`config.mk`:
```
export PLATFORM = sky130hd
export DESIGN_NAME = oam_dma_ctrl
export DESIGN_NICKNAME = d
export VERILOG_FILES = /design/src/rtl/oam_dma_ctrl.sv
export SDC_FILE = /design/constraint.sdc
export NUM_CORES = 1
export LEC_CHECK = 0
export BUFFER_PORTS_ARGS = -buffer_cell sky130_fd_sc_hd__buf_2
export CAP_MARGIN = 10
export CELL_PAD_IN_SITES_DETAIL_PLACEMENT = 0
export CELL_PAD_IN_SITES_GLOBAL_PLACEMENT = 1
export CORE_AREA = 2 2 77 79
export CTS_BUF_LIST = sky130_fd_sc_hd__clkbuf_2
export DETAILED_ROUTE_END_ITERATION = 12
export DIE_AREA = 0 0 79 81
export PLACE_DENSITY = 0.88
export SLEW_MARGIN = 20
export SYNTH_ARGS = -nofsm -noshare
export SYNTH_HDL_FRONTEND = slang
export SYNTH_SLANG_ARGS = --single-unit
```
`constraint.sdc`:
```
create_clock -name clk -period 2 [get_ports clk]
set_input_delay 0.1 -clock clk [delete_from_list [all_inputs] [get_ports clk]]
set_output_delay 0.1 -clock clk [all_outputs]
set_load 0.03 [all_outputs]
```
`src/rtl/oam_dma_ctrl.sv`:
```
// oam_dma_ctrl: sprite OAM DMA scheduler between the 6502 core and the
// memory/PPU bus. A CPU write to DMA_REG_ADDR stalls the core via rdy and
// copies XFER_LEN bytes from page {data,8'h00} to OAM_DATA_ADDR using
// alternating get/put bus cycles. While idle the block is a transparent mux.
// Optional build macro: OAM_DMA_PERF_CNT_EN (stall-length counter on dma_cycles).
module oam_dma_ctrl #(
  parameter logic [15:0] DMA_REG_ADDR  = 16'h4014,
  parameter logic [15:0] OAM_DATA_ADDR = 16'h2004,
  parameter int          XFER_LEN      = 256
) (
  input  logic        clk,
  input  logic        rst,
  input  logic [15:0] cpu_addr_out,
  input  logic [7:0]  cpu_data_out,
  input  logic        cpu_ren,
  input  logic        cpu_wen,
  output logic [7:0]  cpu_data_in,
  output logic        rdy,
  output logic [15:0] bus_addr,
  output logic [7:0]  bus_data_out,
  output logic        bus_ren,
  output logic        bus_wen,
  input  logic [7:0]  bus_data_in,
  output logic        dma_busy,
  output logic [9:0]  dma_cycles
);

  typedef enum logic [2:0] {
    S_IDLE,
    S_HALT,
    S_ALIGN,
    S_READ,
    S_WRITE
  } state_t;

  localparam logic [7:0] LAST_IDX = 8'(XFER_LEN - 1);

  state_t      r_state;
  logic        r_put;
  logic        r_rdy;
  logic        r_busy;
  logic [7:0]  r_page;
  logic [7:0]  r_idx;
  logic [7:0]  r_data;

  logic        w_trig;
  logic        w_last_write;

  // A DMA starts only on a CPU write (never a read) to the trigger register.
  assign w_trig       = cpu_wen && (cpu_addr_out == DMA_REG_ADDR);
  assign w_last_write = (r_state == S_WRITE) && (r_idx == LAST_IDX);

  // get/put phase: 0 = get (read) cycle, 1 = put (write) cycle.
  always_ff @(posedge clk) begin
    if (rst) r_put <= 1'b0;
    else     r_put <= ~r_put;
  end

  // DMA sequencer with registered rdy/busy that track the next state.
  always_ff @(posedge clk) begin
    if (rst) begin
      r_state <= S_IDLE;
      r_rdy   <= 1'b1;
      r_busy  <= 1'b0;
      r_page  <= 8'h00;
      r_idx   <= 8'h00;
      r_data  <= 8'h00;
    end else begin
      case (r_state)
        S_IDLE: begin
          if (w_trig) begin
            r_page  <= cpu_data_out;
            r_idx   <= 8'h00;
            r_state <= S_HALT;
            r_rdy   <= 1'b0;
            r_busy  <= 1'b1;
          end
        end
        S_HALT: begin
          // The 6502 cannot be held on a write cycle, so wait it out; the
          // first READ must then fall on a get cycle.
          if (!cpu_wen) begin
            if (r_put) r_state <= S_READ;
            else       r_state <= S_ALIGN;
          end
        end
        S_ALIGN: begin
          r_state <= S_READ;
        end
        S_READ: begin
          r_data  <= bus_data_in;
          r_state <= S_WRITE;
        end
        S_WRITE: begin
          if (r_idx == LAST_IDX) begin
            r_state <= S_IDLE;
            r_rdy   <= 1'b1;
            r_busy  <= 1'b0;
          end else begin
            r_idx   <= r_idx + 8'd1;
            r_state <= S_READ;
          end
        end
        default: begin
          r_state <= S_IDLE;
          r_rdy   <= 1'b1;
          r_busy  <= 1'b0;
        end
      endcase
    end
  end

  // Bus mux: CPU owns the bus in IDLE/HALT, the DMA engine otherwise.
  always_comb begin
    bus_addr     = cpu_addr_out;
    bus_data_out = cpu_data_out;
    bus_ren      = cpu_ren;
    bus_wen      = cpu_wen;
    case (r_state)
      S_ALIGN: begin
        bus_addr     = {r_page, r_idx};
        bus_data_out = r_data;
        bus_ren      = 1'b0;
        bus_wen      = 1'b0;
      end
      S_READ: begin
        bus_addr     = {r_page, r_idx};
        bus_data_out = r_data;
        bus_ren      = 1'b1;
        bus_wen      = 1'b0;
      end
      S_WRITE: begin
        bus_addr     = OAM_DATA_ADDR;
        bus_data_out = r_data;
        bus_ren      = 1'b0;
        bus_wen      = 1'b1;
      end
      default: ;
    endcase
  end

  assign cpu_data_in = bus_data_in;
  assign rdy         = r_rdy;
  assign dma_busy    = r_busy;

`ifdef OAM_DMA_PERF_CNT_EN
  logic [9:0] r_cnt;
  logic [9:0] r_dma_cycles;

  // Count stalled cycles from HALT through the final WRITE, publish on completion.
  always_ff @(posedge clk) begin
    if (rst) begin
      r_cnt        <= 10'd0;
      r_dma_cycles <= 10'd0;
    end else begin
      if (r_state == S_IDLE) begin
        if (w_trig) r_cnt <= 10'd0;
      end else begin
        r_cnt <= r_cnt + 10'd1;
      end
      if (w_last_write) r_dma_cycles <= r_cnt + 10'd1;
    end
  end

  assign dma_cycles = r_dma_cycles;
`else
  logic w_unused;
  assign w_unused   = w_last_write;
  assign dma_cycles = 10'd0;
`endif

endmodule

```
==> out/results.txt <==
The flow ran to the end, and the final reports show no timing, DRC or antenna violations. The die is 81 um tall. Category of the most critical setup path: flip-flop to primary output. The time the final worst path needs with I/O delays and setup was 1874 ps.

Once placement finished, the instance area stood at 2132 um^2. Traced cell by cell, the critical path runs through nor2b_2 -> nor2_4 -> mux2_2 -> buf_2. The slowest stage of the critical path is the dfxtp_2 cell. In this run the core area contains 28 standard-cell rows. The number of antenna diodes in the final layout is 0. The data arrival time of the worst path was 1770 ps; the number of buffers between clock root and the deepest sink was 2. Entering global routing, the biggest net connects 31 pins. The number of pins with negative max-slew slack in the final report was 0.

Detailed routing inserted a total of 1,871 vias. The number of max-cap violations is 0, and the insertion delay of the later-clocked pin in the worst-skew pair is 360 ps. The cell count after synthesis is 237, and the number of endpoints failing setup at the final stage is 0. For this run, the slowest stage of the critical path takes 390 ps.

The synthesized area per cell works out to 7.465 um^2. The net count of the finished layout is 356. The tools report the count of endpoints failing hold in the final timing report as 0. Initial DRC count: 78.

TritonCTS built the clock tree. The CTS root buffer was clkbuf_2. The logs give 628 for the number of filler instances in the final layout and 0 for the yosys synthesis warning count. The total leakage power is 1.067 nW, and the summed instance area of the synthesized netlist is 1769 um^2. The logs give 1,778 for the number of global-route vias before repair and 0.1627 for the overall global routing resource usage. In this run the standard cell core region covers 5675 um^2. The flip-flop and latch count after synthesis was 30; the area taken by flip-flops and latches was 604.3 um^2. Before CTS, the worst setup slack after placement is 296.3 ps. The actual transition at the worst max-transition pin came out at 569.3 ps.

For the starting density of the core, the log shows 0.3117. The path type of the worst min-delay path is primary input to flip-flop. After detailed routing, the average wire length per cell comes to 12.82 um. Once layout is done, the placed cells without fillers occupy 2357 um^2. The number of remaining DRC errors came out at 0.

Pin placement for this block handled 82 I/O pins. Setup repair after global routing left no endpoint under its margin. After routing, the total negative slack on setup checks comes to 0 ps. Based on the critical path, the design can be clocked at up to 533.5 MHz. The worst path required time is 1900 ps.

The run gives 30 as the sink count of the clock tree. The maximum fanout count along the critical path was 9; the number of detailed-route iterations in the first pass was 4. Compared with the post-synthesis result, the final layout area differs by 33.24%.

The endpoint kind of the worst setup timing path was a primary output. Final critical-path share of the clock period: 0.9372. The fraction of layout cells with a size suffix above 1 was 0.3344; the smallest setup slack after layout was 125.6 ps.

The logs give 5064 um for the final wirelength and 4.840 ps for the clock skew. The most common cell after layout, fill and taps aside was buf_2. Synthesis instantiated 38 different standard cells from the library. The total congestion overflow is 0, and the clock slew seen by the registers of the worst setup and hold paths is 160 ps. The multi-input gate area in the final layout is 1010 um^2. The library cells used most frequently in the layout, excluding fill and tap cells, are buf_2 (71), nand2_1 (55), dfxtp_1 (27). Detailed placement ended at an HPWL of 3719 um.

The tools report the total clock buffers created by CTS as 5. Maximum level of the CTS H-tree: 2. The power per unit of standard cell area is 489.8 nW/um^2, and the horizontal die dimension is 79 um. Across the VDD grid, the largest voltage drop is 0.0002986 V.

The logs give 0.6205 for the max-slew headroom at the worst pin and 8245 um for the global-route wire length before repair. The depth of the worst hold-timing path was 4. In this run the tool buffered the top-level ports with 71 buffer cells.

The initial antenna violation count was 0; the share of synthesized area occupied by flip-flops and latches was 0.3395. The die area came out at 6399 um^2. At the end of routability-driven placement, the weighted congestion stood at 0.7891. Using the TritonRoute via totals, the vias-per-cell ratio works out to 4.737. The startpoint type of the worst setup path is a flip-flop. The detail route stage leaves a number of antenna-violating nets equal to 0. Measured in cells, the most critical reg-to-reg path has a length of 6.
## synth_stat cells, drive strengths merged
| cell type | number | area share |
|---|---|---|
| a211o | 2 | 0.0099 |
| a21oi | 12 | 0.034 |
| a221oi | 2 | 0.0099 |
| a31oi | 2 | 0.0071 |
| and2 | 1 | 0.0035 |
| and3 | 2 | 0.0085 |
| buf | 23 | 0.094 |
| clkbuf | 7 | 0.015 |
| conb | 1 | 0.0021 |
| dfxtp | 30 | 0.34 |
| ha | 1 | 0.0071 |
| inv | 4 | 0.0085 |
| mux2 | 8 | 0.051 |
| mux2i | 8 | 0.045 |
| nand2 | 56 | 0.12 |
| nand3 | 23 | 0.065 |
| nand3b | 1 | 0.0042 |
| nand4 | 1 | 0.0035 |
| nand4b | 1 | 0.0050 |
| nor2 | 18 | 0.044 |
| nor2b | 3 | 0.011 |
| nor3 | 5 | 0.017 |
| nor3b | 2 | 0.0085 |
| nor4 | 3 | 0.011 |
| nor4b | 2 | 0.0099 |
| nor4bb | 1 | 0.0057 |
| o211a | 1 | 0.0057 |
| o211ai | 2 | 0.0085 |
| o21a | 1 | 0.0042 |
| o21ai | 12 | 0.034 |
| or3 | 2 | 0.0099 |
## per-layer routing
| metal | routed length [um] | share of wire | GRT usage | up-vias |
|---|---|---|---|---|
| met5 | 0 | 0 | 0 | - |
| met3 | 264 | 0.052 | 0.04222 | 5 |
| li1 | - | - | - | 949 |
| met1 | 2159 | 0.43 | 0.1827 | 860 |
| met4 | 48 | 0.0095 | 0.04655 | 0 |
| met2 | 2592 | 0.51 | 0.3034 | 57 |
## cells by family after synthesis
group	count (synthesis)	synth area share
flops	30	0.3395
other cells	1	0.002120
mux	16	0.09618
fa+ha+maj	1	0.007071
simple gates	121	0.3246
compound gates	34	0.1132
buf+inv	34	0.1174
## flip-flops by register name, indices dropped and copies added (netlist names)
signal	flops
r_idx	8
rdy	1
r_data	8
dma_busy	1
r_put	1
r_page	8
r_state	3
## critical path: cells and delay by family, from the launching register on
family	cells	cell delay [ps]
buffers and inverters	1	180
muxes	1	370
and+or+nand+nor	2	470
DFF	1	390
## timing repair
action,in CTS,in global routing
hold buffers,16,0
setup endpoints to repair,9,9
resized for setup,4,3
setup buffers,0,1
pin swaps,0,1
endpoints found under the hold margin,16,0
## where the power goes
group / internal, mW / leakage, nW / switching [mW]
Sequential: 0.601 / 0.244 / 0.00418
Combinational: 0.0897 / 0.793 / 0.161
Clock: 0.0860 / 0.0304 / 0.212
Total: 0.777 / 1.07 / 0.378
## area by class of cell
| cell class | instances | share of cell area |
|---|---|---|
| tap | 75 | 0.03981 |
| clock buffer | 6 | 0.01274 |
| timing repair buffer | 96 | 0.2527 |
| clock inverter | 2 | 0.003716 |
| inverter | 4 | 0.006369 |
| multi-input combinational | 182 | 0.4283 |
| sequential | 30 | 0.2564 |
## final timing paths
check / startpoint / slack (ps) / end
max reg2reg: r_idx[0] / 340 / r_idx[3]
max: r_state[1] / 130 / bus_data_out[0]
min: cpu_addr_out[7] / 130 / r_state[1]
min reg2reg: r_put / 430 / r_put
## per-stage QoR
stage          hold slack, ps  std cells    util  total power [mW]
2_1_floorplan           232.4        246       -            0.7869
3_3_place_gp            351.5        370  0.3757            0.8457
3_5_place_dp            356.7        370  0.3757            0.8450
4_1_cts                 119.8        394  0.4131             1.164
5_1_grt                 127.1        395  0.4153             1.209
6_report                132.1        395  0.4153             1.155
No activity file was read; power rests on OpenSTA's default activity.
